[config.mk]
export PLATFORM = sky130hd
export DESIGN_NAME = avalon_gpio_slave
export DESIGN_NICKNAME = d
export VERILOG_FILES = /design/src/rtl/gpio_pkg.sv /design/src/rtl/gpio_debounce.sv /design/src/rtl/avalon_gpio_slave.sv
export SDC_FILE = /design/constraint.sdc
export NUM_CORES = 1
export LEC_CHECK = 0
export CAP_MARGIN = 25
export CORE_MARGIN = 10
export CORE_UTILIZATION = 64
export DETAILED_ROUTE_END_ITERATION = 6
export DONT_BUFFER_PORTS = 1
export GPL_TIMING_DRIVEN = 1
export PLACE_DENSITY_LB_ADDON = 0.1
export SLEW_MARGIN = 40
export SYNTH_ARGS = -nofsm -noshare
export SYNTH_HDL_FRONTEND = slang
export SYNTH_SLANG_ARGS = --single-unit
[constraint.sdc]
create_clock -name clk_50mhz -period 2.2 [get_ports clk_50mhz]
set_input_delay 0.44 -clock clk_50mhz [delete_from_list [all_inputs] [get_ports clk_50mhz]]
set_output_delay 0.44 -clock clk_50mhz [all_outputs]
set_load 0.1 [all_outputs]
[src/rtl/gpio_pkg.sv]
// gpio_pkg: register map, widths and bus decode helper shared by the GPIO slave
package gpio_pkg;
  localparam int DATA_W   = 32;
  localparam int ADDR_W   = 3;
  localparam int NUM_REGS = 1 << ADDR_W;
  localparam int CTRL_LED = 0;

  typedef enum logic [ADDR_W-1:0] {
    ADDR_DATA_OUT = 3'd0,
    ADDR_DATA_IN  = 3'd1,
    ADDR_IRQ_MASK = 3'd2,
    ADDR_EDGE_CAP = 3'd3,
    ADDR_EDGE_SEL = 3'd4,
    ADDR_OUT_SET  = 3'd5,
    ADDR_OUT_CLR  = 3'd6,
    ADDR_CTRL     = 3'd7
  } gpio_addr_e;

  function automatic logic [NUM_REGS-1:0] wr_decode(input logic en, input logic [ADDR_W-1:0] a);
    return en ? NUM_REGS'(1) << a : '0;
  endfunction
endpackage

[src/rtl/gpio_debounce.sv]
// gpio_debounce: one-bit synchroniser followed by a consecutive-mismatch debouncer
module gpio_debounce #(
  parameter int SYNC_STAGES     = 2,
  parameter int DEBOUNCE_CYCLES = 1000000
) (
  input  logic clk_i,
  input  logic rst_ni,
  input  logic async_i,
  output logic stable_o
);
  localparam int CW = $clog2(DEBOUNCE_CYCLES);

  logic [SYNC_STAGES-1:0] sync_q;
  logic [CW-1:0]          cnt_q, cnt_d;
  logic                   stable_q, stable_d;
  logic                   sample, mismatch, done;

  assign sample   = sync_q[SYNC_STAGES-1];
  assign mismatch = sample != stable_q;
  assign done     = cnt_q == CW'(DEBOUNCE_CYCLES - 1);
  assign stable_o = stable_q;

  // count consecutive cycles the sample disagrees with the accepted value; accept on the last one
  always_comb begin
    cnt_d    = (!mismatch || done) ? '0 : cnt_q + 1'b1;
    stable_d = (mismatch && done) ? sample : stable_q;
  end

  // synchroniser shift chain and debounce state
  always_ff @(posedge clk_i or negedge rst_ni) begin
    if (!rst_ni) begin
      sync_q   <= '0;
      cnt_q    <= '0;
      stable_q <= 1'b0;
    end else begin
      sync_q   <= {sync_q[SYNC_STAGES-2:0], async_i};
      cnt_q    <= cnt_d;
      stable_q <= stable_d;
    end
  end
endmodule

[src/rtl/avalon_gpio_slave.sv]
// avalon_gpio_slave: Avalon-MM GPIO peripheral with debounced inputs, edge capture and level irq
module avalon_gpio_slave
  import gpio_pkg::*;
#(
  parameter int OUT_W           = 8,
  parameter int IN_W            = 4,
  parameter int DEBOUNCE_CYCLES = 1000000,
  parameter int SYNC_STAGES     = 2
) (
  input  logic              clk_50mhz,
  input  logic              reset_n,
  input  logic [ADDR_W-1:0] avs_address,
  input  logic              avs_chipselect,
  input  logic              avs_read,
  input  logic              avs_write,
  input  logic [DATA_W-1:0] avs_writedata,
  output logic [DATA_W-1:0] avs_readdata,
  output logic              irq,
  input  logic [IN_W-1:0]   gpio_in,
  output logic [OUT_W-1:0]  gpio_out,
  output logic              led_don
);
  logic [OUT_W-1:0]    data_out_q, data_out_d, wd_out;
  logic [IN_W-1:0]     mask_q, mask_d, cap_q, cap_d, sel_q, sel_d, prev_q, db, edge_hit, wd_in;
  logic                led_q, led_d, irq_q;
  logic [DATA_W-1:0]   rdata_q, rd_mux;
  logic [NUM_REGS-1:0] wr_hit;
  logic                unused_wdata;

  assign wd_out       = avs_writedata[OUT_W-1:0];
  assign wd_in        = avs_writedata[IN_W-1:0];
  assign unused_wdata = ^avs_writedata[DATA_W-1:OUT_W];
  assign wr_hit       = wr_decode(avs_chipselect && avs_write, avs_address);
  assign avs_readdata = rdata_q;
  assign irq          = irq_q;
  assign gpio_out     = data_out_q;
  assign led_don      = led_q;

  for (genvar i = 0; i < IN_W; i++) begin : g_db
    gpio_debounce #(
      .SYNC_STAGES    (SYNC_STAGES),
      .DEBOUNCE_CYCLES(DEBOUNCE_CYCLES)
    ) u_db (
      .clk_i   (clk_50mhz),
      .rst_ni  (reset_n),
      .async_i (gpio_in[i]),
      .stable_o(db[i])
    );
  end

  // per-bit edge select: rising when sel=0, falling when sel=1
  assign edge_hit = (~sel_q & db & ~prev_q) | (sel_q & ~db & prev_q);

  // register file next state; a fresh edge beats a same-cycle write-1-to-clear
  always_comb begin
    data_out_d = wr_hit[ADDR_DATA_OUT] ? wd_out :
                 wr_hit[ADDR_OUT_SET]  ? data_out_q | wd_out :
                 wr_hit[ADDR_OUT_CLR]  ? data_out_q & ~wd_out : data_out_q;
    mask_d     = wr_hit[ADDR_IRQ_MASK] ? wd_in : mask_q;
    sel_d      = wr_hit[ADDR_EDGE_SEL] ? wd_in : sel_q;
    led_d      = wr_hit[ADDR_CTRL] ? avs_writedata[CTRL_LED] : led_q;
    cap_d      = (cap_q & ~(wr_hit[ADDR_EDGE_CAP] ? wd_in : '0)) | edge_hit;
  end

  // read mux over pre-write register values; write-only and unused locations read 0
  always_comb begin
    rd_mux = '0;
    case (gpio_addr_e'(avs_address))
      ADDR_DATA_OUT: rd_mux[OUT_W-1:0] = data_out_q;
      ADDR_DATA_IN:  rd_mux[IN_W-1:0]  = db;
      ADDR_IRQ_MASK: rd_mux[IN_W-1:0]  = mask_q;
      ADDR_EDGE_CAP: rd_mux[IN_W-1:0]  = cap_q;
      ADDR_EDGE_SEL: rd_mux[IN_W-1:0]  = sel_q;
      ADDR_CTRL:     rd_mux[CTRL_LED]  = led_q;
      default:       rd_mux = '0;
    endcase
  end

  // state update; readdata only changes on a read so it holds between reads
  always_ff @(posedge clk_50mhz or negedge reset_n) begin
    if (!reset_n) begin
      data_out_q <= '0;
      mask_q     <= '0;
      sel_q      <= '0;
      cap_q      <= '0;
      prev_q     <= '0;
      led_q      <= 1'b0;
      irq_q      <= 1'b0;
      rdata_q    <= '0;
    end else begin
      data_out_q <= data_out_d;
      mask_q     <= mask_d;
      sel_q      <= sel_d;
      cap_q      <= cap_d;
      prev_q     <= db;
      led_q      <= led_d;
      irq_q      <= |(cap_q & mask_q);
      rdata_q    <= (avs_chipselect && avs_read) ? rd_mux : rdata_q;
    end
  end
endmodule
==> run_results.csv, run 1 <==
group,metric,value,unit
yosys,synthArstFlopShare,1.00,
timing,setup_tns,0,ps
place,placed_cells,766,
drt,first_pass_iters,6,
run_status,violations,"negative hold slack",
yosys,yosys_warnings,0,
layout,drive_gt1_frac,0.136,
place,dpl.hpwl,8580,um
die,die-area,14000,sq um
timing,worst_slew_pin_slew,632,ps
layout,layout_common_cells,"dfrtp_1, nor2_1, nand2_1",
yosys,netlist_area,6190,sq um
yosys,yosys_register_bits,126,
layout,areaGrowthSynthToFinish,13.9,%
hold_path,hold_class,"primary input to async pin",
power,power_density,862,nW/um^2
drt,drt-total-wl,12900,um
cts,cts_buffers,17,
drt,routed.top_layer,"met4",
drt,drc,0,
drt,vias_per_cell,5.86,
cts,cts_hold_buf,4,
global_routing,grt_max_degree,127,
drt,postRouteAntennaNets,0,
timing,rsz0062_at_grt,"no",
drt,first_iter_violations,413,
yosys,synthCells,628,
global_routing,grt_use_total,0.185,
global_routing,overflow,0,
yosys,seq_area_frac_synth,0.509,
drt,met1_length,5650,um
worst_setup_path,criticalPathCategory,"flip-flop to flip-flop",
timing,setup_viol,0,
yosys,synth_area_leader_cell,"dfrtp_1",
run_status,outcome,"finished, violations left",
cts,clock_sinks,126,
power,peakVddDrop,0.659,mV
layout,nNetsFinal,708,
cts,postCtsSetupRepairBufs,0,
global_routing,grt_pass1_vias,4700,
yosys,synth_area_leaders,"dfrtp_1, xnor2_1, nor2_1, nand3_1, nand2_1",
layout,fin_cells,800,
drt,met2_length,6400,um
timing,hold_viol,126,
cts,htree_levels,4,
die,core_area,9330,sq um
layout,n_antenna_cell,0,
die,placementRows,35,
die,boundaryPins,86,
cts,clk_pin_slew,60,ps
timing,slew_headroom,0.575,
drt,wl_per_cell,16.1,um
yosys,syn_area_per_cell,9.86,sq um
place,gp_routability_congestion,0.849,
timing,fmax,494,MHz
cts,ctsResizeCount,0,
worst_setup_path,cp.required,2630,ps
global_routing,grt_pass1_wl,22000,um
timing,drv_slew,0,
timing,fin_crit,2020,ps
drt,wl_met3,675,um
timing,final.setup_skew,9.82,ps
yosys,synth_top_area_frac,0.509,
die,die_x,118,um
place,numPortBuffers,0,
power,total_power,6.08,mW
yosys,synth_edf_count,0,
worst_setup_path,cp.arrival,2460,ps
timing,worst_hold_slack,-378,ps
layout,final_common_cell,"dfrtp_1",
job,cap_violations,0,
die,start_util,0.664,
timing,fin_crit_sh,0.920,
die,fp.dieH,118,um
drt,vias,4688,
cts,cts_buffer_depth,2,
cts,clock_latency,510,ps
worst_setup_path,endpoint_kind,"flip-flop",
worst_setup_path,worstSetupStartpointType,"flip-flop",
cts,tritoncts,"done",
global_routing,antenna_found_initial,0,
power,p_leak,2.99,nW
cts,root_buffer,"clkbuf_8",
worst_setup_path,crit_path_max_fanout,8,
yosys,ys_types,52,
yosys,yosys_most_used_dff,"dfrtp_1",
[power breakdown]
group / total [mW] / switching, mW / internal [mW] / leakage [nW]
clock: 2.75 / 0.980 / 1.77 / 0.285
combinational: 0.830 / 0.661 / 0.170 / 1.00
sequential: 2.50 / 0.0837 / 2.42 / 1.70
total: 6.08 / 1.72 / 4.36 / 2.99
[metrics by stage]
stage | cell area, sq um | worst slack [ps] | util
2_1_floorplan | 6280 | 319 | -
3_3_place_gp | 6430 | 243 | 0.690
3_5_place_dp | 6430 | 194 | 0.690
4_1_cts | 7060 | 178 | 0.757
5_1_grt | 7060 | 79.5 | 0.757
6_report | 7060 | 175 | 0.757
[worst max-delay path, stage by stage, from the launching register on]
cell and delay, ps:
dfrtp_1 450, nand4_2 180, or4_1 620, or4b_4 560
a21oi_2 140
[final timing paths]
path | from | to | slack [ps] | depth (start not counted)
max | g_db[3].u_db.cnt_q[10] | g_db[3].u_db.cnt_q[17] | 180 | 4
min | reset_n | avs_readdata[2] | -380 | 0
min reg2reg | g_db[1].u_db.sync_q[0] | g_db[1].u_db.sync_q[1] | 350 | 0
max in group asynchronous | reset_n | async pin | 2350 | 0
min in group clk_50mhz | avs_chipselect | avs_readdata[7] | 80 | 2
max reg2reg | g_db[3].u_db.cnt_q[10] | g_db[3].u_db.cnt_q[17] | 180 | 4
[kinds of logic after synthesis]
kind of cell,share of synthesized area
AND/OR/NAND/NOR,0.234
flip-flops,0.509
AO/OA/AOI/OAI,0.0867
buffers and inverters,0.0547
XOR/XNOR,0.0778
multiplexers,0.0291
adder cells (fa/ha/maj),0.00808
other,0.000605
[layout make-up]
class                   instances  area (sq um)
fillers                       666          2270
clock buffers                  19           442
inverters                      22          82.6
multi-input cells             459          2810
clock inverters                11           143
flip-flops and latches        126          3150
well taps                     129           161
repair buffers                 34           265
[synth_stat cells (all sizes together), types with 8 or more instances]
cell type,number
a21oi,30
and3,10
buf,26
clkbuf,18
dfrtp,126
inv,22
mux2,8
nand2,50
nand3,40
nand4,19
nor2,76
nor3,10
nor4,22
o21ai,22
o22ai,8
o31ai,8
or3,11
xnor2,34
xor2,21
[sequential cells by signal, summed over array words and instances, names as in the netlist, named ones only]
name / flops
g_db.u_db.cnt_q: 80
mask_q: 4
g_db.u_db.stable_o: 4
prev_q: 4
sel_q: 4
g_db.u_db.sync_q: 8
avs_readdata: 8
cap_q: 4
led_don: 1
irq: 1
[layer usage]
layer	up-vias	GRT usage
li1	2250	-
met1	2330	0.223
met2	96	0.310
met3	12	0.0524
met4	0	0.0702
met5	-	0
(Power assumes the default switching activity.)
==> run 2, diff against run 1 <==
ABC_AREA = 1   (was default)
==> run 2 against run 1 <==
  * The flow still finishes with violations (negative hold slack)
  * Utilization is 2.5 points lower
  * Clock power grew 6%
  * Maximum frequency is 20% higher
  * Clock skew down 4.4 ps
  * Cell count rose by 32%
  * Sequential cell count is the same
  * Critical path type unchanged
  * Critical endpoint is now g_db[2].u_db.cnt_q[18]
  * Largest power group unchanged
==> run_results.csv, run 2 <==
group,metric,value,unit
timing,fin_crit,1690,ps
power,sw_frac_of_total,0.301,
die,core_area,10200,sq um
yosys,netlist_area,6650,sq um
power,p_int,4.57,mW
drt,vias,5575,
die,placementRows,37,
layout,layout_common_cells,"nand2_1, nor2_1, dfrtp_1",
cts,tritoncts,"done",
layout,fillers,795,
drt,first_iter_violations,456,
cts,postCtsSetupRepairBufs,0,
global_routing,grt_use_total,0.201,
global_routing,grt_pass1_vias,5337,
cts,clk_pin_slew,60,ps
place,dp_slack,537,ps
place,dpl.hpwl,10200,um
layout,largest_reg_flops,80,
cts,cts_buffer_depth,2,
cts,clock_latency,530,ps
timing,drv_slew,0,
layout,final_cell_area,7490,sq um
timing,timing.final.ws_setup,508,ps
power,power_density,872,nW/um^2
yosys,seq_area_frac_synth,0.474,
place,placed_cell_area,6820,sq um
yosys,yosys_most_used_dff,"dfrtp_1",
power,comb_power_share,0.164,
die,boundaryPins,86,
drt,vias_per_cell,5.28,
run_status,outcome,"finished, violations left",
power,p_leak,3.34,nW
worst_setup_path,endpoint_kind,"flip-flop",
power,power_frac_seq,0.391,
power,p_sw,1.96,mW
yosys,yosys_register_bits,126,
cts,cts_hold_buf,4,
layout,drive_gt1_frac,0.0827,
power,total_power,6.53,mW
timing,final.setup_skew,5.41,ps
layout,n_antenna_cell,0,
drt,drt-total-wl,14500,um
worst_setup_path,cp.required,2620,ps
yosys,synth_top_area_frac,0.474,
drt,postRouteAntennaNets,0,
yosys,synth_edf_count,0,
layout,regArea,3150,sq um
yosys,synth_common_cells,"nand2_1, nor2_1, dfrtp_1",
power,peakVddDrop,0.590,mV
drt,wl_per_cell,13.7,um
die,fp.dieH,122,um
cts,cts_buffers,17,
timing,hold_viol,126,
timing,fin_crit_sh,0.769,
timing,rsz0062_at_grt,"no",
layout,nNetsFinal,954,
job,cap_violations,0,
worst_setup_path,crit_path_max_fanout,5,
timing,fmax,591,MHz
run_status,violations,"negative hold slack",
global_routing,grt_pass1_wl,24200,um
worst_setup_path,cp.arrival,2110,ps
die,die-area,14900,sq um
place,numPortBuffers,0,
place,gp_routability_congestion,0.886,
worst_setup_path,worstSetupStartpointType,"flip-flop",
yosys,synthCells,870,
drt,drc,0,
layout,final_common_cell,"nand2_1",
global_routing,antenna_found_initial,0,
layout,regMostFlops,"g_db.u_db.cnt_q",
cts,clock_sinks,126,
layout,multiInputGateArea,3100,sq um
global_routing,grt_max_degree,127,
cts,htree_levels,4,
timing,setup_viol,0,
yosys,syn_area_per_cell,7.65,sq um
drt,first_pass_iters,7,
yosys,yosysMostFrequentCell,"nand2_1",
layout,areaGrowthSynthToFinish,12.5,%
die,die_x,122,um
yosys,yosys_warnings,0,
cts,root_buffer,"clkbuf_8",
yosys,synth_area_leader_cell,"dfrtp_1",
power,clkPwrFrac,0.445,
cts,ctsResizeCount,0,
yosys,synthArstFlopShare,1.00,
global_routing,overflow,0,
yosys,ys_types,31,
worst_setup_path,r2r_slack,510,ps
yosys,synth_area_leaders,"dfrtp_1, nand2_1, nor2_1, nand3_1, inv_1",
worst_setup_path,criticalPathCategory,"flip-flop to flip-flop",
timing,setup_tns,0,ps
timing,worst_hold_slack,-401,ps
hold_path,hold_class,"primary input to async pin",
die,start_util,0.650,
run 2: changes by cell type after synthesis, moves of 14 or more:
cell / before / now
xnor2_1: 34 / 17
nor4_1: 22 / 0
nand3_1: 39 / 53
clkbuf_1: 18 / 0
a21oi_1: 29 / 6
nor2_1: 76 / 193
nand2_1: 50 / 261
inv_1: 22 / 65
run 2: logic make-up (layout without fill, tap and decap cells):
kind of cell	after synthesis	count (layout)	synth area share
XOR/XNOR	44	44	0.0579
adder cells (fa/ha/maj)	4	4	0.00752
buffers and inverters	99	125	0.0739
other	1	24	0.000564
AND/OR/NAND/NOR	548	548	0.347
AO/OA/AOI/OAI	48	48	0.0393
flip-flops	126	126	0.474
run 2: cell type report:
class / instances / area share
tap: 136 / 0.0227
clock buffer: 22 / 0.0618
inverter: 70 / 0.0351
sequential: 126 / 0.421
multi-input combinational: 668 / 0.413
clock inverter: 10 / 0.0214
timing repair buffer: 23 / 0.0244
run 2: through the flow:
stage,instances,utilization
final,1055,0.732
after CTS,1055,0.732
after global routing,1055,0.732
after floorplan,893,-
after global placement,1019,0.667
after detailed placement,1019,0.667
run 2: worst max-delay path, stage by stage, from the launching register on:
cell,delay (ps)
dfrtp_1,410
ha_1,270
inv_1,70
nor2_1,240
nand2_1,190
nor2_1,190
nand3_1,90
nand3_1,70
nor2_1,40
run 2: worst paths after layout:
kind	to	startpoint	cells after the start
hold / removal	async pin	reset_n	0
min in group clk_50mhz	flip-flop	avs_writedata[6]	2
setup reg to reg	g_db[2].u_db.cnt_q[18]	g_db[2].u_db.cnt_q[0]	8
hold reg to reg	g_db[1].u_db.sync_q[1]	g_db[1].u_db.sync_q[0]	0
setup / recovery	g_db[2].u_db.cnt_q[18]	g_db[2].u_db.cnt_q[0]	8
max in group asynchronous	g_db[1].u_db.cnt_q[6]	reset_n	0
run 2: power by group through the flow:
stage | Clock (mW) | Sequential (mW) | Combinational [mW]
global route | 3.06 | 2.56 | 1.12
floorplan | 0 | 3.05 | 0.424
CTS | 2.95 | 2.55 | 1.07
global placement | 0 | 2.58 | 1.04
finish | 2.91 | 2.55 | 1.07
detailed placement | 0 | 2.59 | 1.05
run 2: metal layers:
layer,GRT usage,up-vias,wire length (um)
met5,0,-,0
met3,0.0620,19,1120
met1,0.247,2645,6290
met2,0.326,164,6870
li1,-,2747,-
met4,0.0738,0,198
==> run 3, diff against run 2 <==
clock period = 1.6 ns   (was 2.2 ns; I/O delays follow)
==> run 3 against run 2 <==
  * The flow still finishes with violations (negative hold slack)
  * Sequential power rose by 37%
  * Via count rose by 0.70%
  * Die area did not move
  * Clock power rose by 31%
  * Combinational power rose by 39%
  * Cell count rose by 1.5%
  * Total power rose by 35%
  * Routed wire length rose by 0.14%
  * Sequential share of layout area fell by 0.91 points
  * Sequential cell count did not move
  * Non-clock buffer count rose by 16
  * Register-to-register slack got worse by 420 ps
  * Critical endpoint is now gpio_out[2]
  * Largest power group unchanged
==> run_results.csv, run 3 (synthesis results as in run 2) <==
group,metric,value,unit
cts,cts_hold_buf,13,
power,total_power,8.79,mW
place,gp_routability_congestion,0.890,
timing,hold_viol,126,
cts,clk_pin_slew,60,ps
job,cap_violations,0,
global_routing,use_met2,0.328,
power,power_density,1150,nW/um^2
power,peakVddDrop,1.33,mV
timing,timing.final.ws_setup,48.2,ps
die,core_area,10200,sq um
power,comb_power_share,0.170,
worst_setup_path,r2r_cells,6,
run_status,violations,"negative hold slack",
worst_setup_path,critPathMaxStageDelay,390,ps
timing,setup_viol,0,
cts,tritoncts,"done",
global_routing,grt_pass1_wl,24700,um
die,placementRows,37,
place,placed_cells,1024,
place,dpl.hpwl,10200,um
worst_setup_path,cp_slowest_cell,"dfrtp_1",
drt,wl_per_cell,13.5,um
cts,clock_latency,520,ps
cts,clock_sinks,126,
drt,vias,5614,
layout,largest_reg_flops,80,
global_routing,use_met1,0.256,
drt,first_iter_violations,468,
place,placed_cell_area,6870,sq um
run_status,outcome,"finished, violations left",
cts,htree_levels,4,
place,dp_slack,31.0,ps
timing,worst_slew_pin_slew,512,ps
worst_setup_path,r2r_slack,90,ps
timing,final.setup_skew,5.60,ps
global_routing,grt_max_degree,127,
global_routing,antenna_found_initial,0,
cts,cts_buffer_depth,2,
layout,areaGrowthSynthToFinish,15.0,%
timing,fmax,644,MHz
power,sw_frac_of_total,0.307,
layout,final_common_cell,"nand2_1",
global_routing,top_usage_layer,"met2",
power,p_sw,2.70,mW
die,start_util,0.650,
global_routing,gr-usage-met3,0.0546,
drt,vias_per_cell,5.24,
layout,nNetsFinal,970,
timing,drv_slew,0,
global_routing,grt_pass1_vias,5462,
timing,slew_headroom,0.657,
drt,drc,0,
worst_setup_path,crit_path_cell_trace,"buf_4",
worst_setup_path,endpoint_kind,"output pin",
layout,regMostFlops,"g_db.u_db.cnt_q",
drt,postRouteAntennaNets,0,
layout,drive_gt1_frac,0.0984,
worst_setup_path,reg2reg_to,"g_db[3].u_db.cnt_q[12]",
die,die_x,122,um
worst_setup_path,worstSetupStartpointType,"flip-flop",
worst_setup_path,cp.arrival,1230,ps
worst_setup_path,crit-reg2reg-launch,"g_db[3].u_db.cnt_q[0]",
layout,layout_common_cells,"nand2_1, nor2_1, dfrtp_1",
layout,n_antenna_cell,0,
cts,cts_buffers,17,
layout,fin_cells,1071,
timing,setup_tns,0,ps
die,boundaryPins,86,
layout,fillers,763,
hold_path,hold_class,"primary input to async pin",
global_routing,overflow,0,
layout,final_cell_area,7650,sq um
worst_setup_path,cp.required,1280,ps
die,die-area,14900,sq um
layout,fin_util,0.748,
cts,root_buffer,"clkbuf_8",
timing,fin_crit,1550,ps
global_routing,grt_use_total,0.202,
power,power_frac_seq,0.399,
power,p_leak,3.41,nW
power,p_int,6.09,mW
drt,first_pass_iters,5,
drt,drt-total-wl,14500,um
timing,fin_crit_sh,0.970,
power,clkPwrFrac,0.432,
place,numPortBuffers,0,
worst_setup_path,timing.critical_path.buf_inv,1,
die,fp.dieH,122,um
worst_setup_path,crit_path_max_fanout,3,
worst_setup_path,criticalPathCategory,"flip-flop to output pin",
worst_setup_path,cp_top_family,"flip-flops",
timing,worst_hold_slack,-509,ps
## run 3: changes by cell type in the layout (fill, tap and decap cells not counted), sizes merged
| cell | change |
|---|---|
| buf | +7 |
| bufinv | -1 |
| clkbuf | -2 |
| clkinv | +1 |
| clkinvlp | +2 |
| dlygate4sd3 | +9 |
## run 3: power groups by stage
stage          sequential, mW  clock, mW  combinational [mW]
2_1_floorplan            4.19          0               0.583
5_1_grt                  3.52       4.00                1.58
4_1_cts                  3.50       3.86                1.49
6_report                 3.50       3.80                1.49
3_3_place_gp             3.55          0                1.43
3_5_place_dp             3.55          0                1.45
## run 3: cell type report
class                           count  area [sq um]  area share
Clock buffer                       20           445      0.0582
Clock inverter                     12           143      0.0186
Inverter                           70           263      0.0343
Multi-Input combinational cell    668          3140       0.410
Sequential cell                   126          3150       0.412
Tap cell                          136           170      0.0222
Timing Repair Buffer               39           338      0.0441
## run 3: layer usage
metal  share of wire  vias up
met2            0.47      152
met1            0.45     2662
met5               0        -
met4           0.014        0
met3           0.068       18
li1                -     2782
## run 3: timing repair
action / CTS / global route
buffers inserted: 0 / 2
hold endpoints to repair: 140 / 126
resized for setup: 0 / 12
endpoints found under the setup margin: 0 / 42
## run 3: worst max path at each step
stage                           from                endpoint  depth (start not counted)
2_1_floorplan  g_db[3].u_db.cnt_q[0]  g_db[3].u_db.cnt_q[16]                          7
5_1_grt        g_db[3].u_db.cnt_q[0]  g_db[3].u_db.cnt_q[11]                          6
3_5_place_dp   g_db[3].u_db.cnt_q[0]  g_db[3].u_db.cnt_q[12]                          6
3_3_place_gp   g_db[3].u_db.cnt_q[0]  g_db[3].u_db.cnt_q[13]                          6
4_1_cts                    flip-flop             gpio_out[2]                          1
6_report                   flip-flop             gpio_out[2]                          1
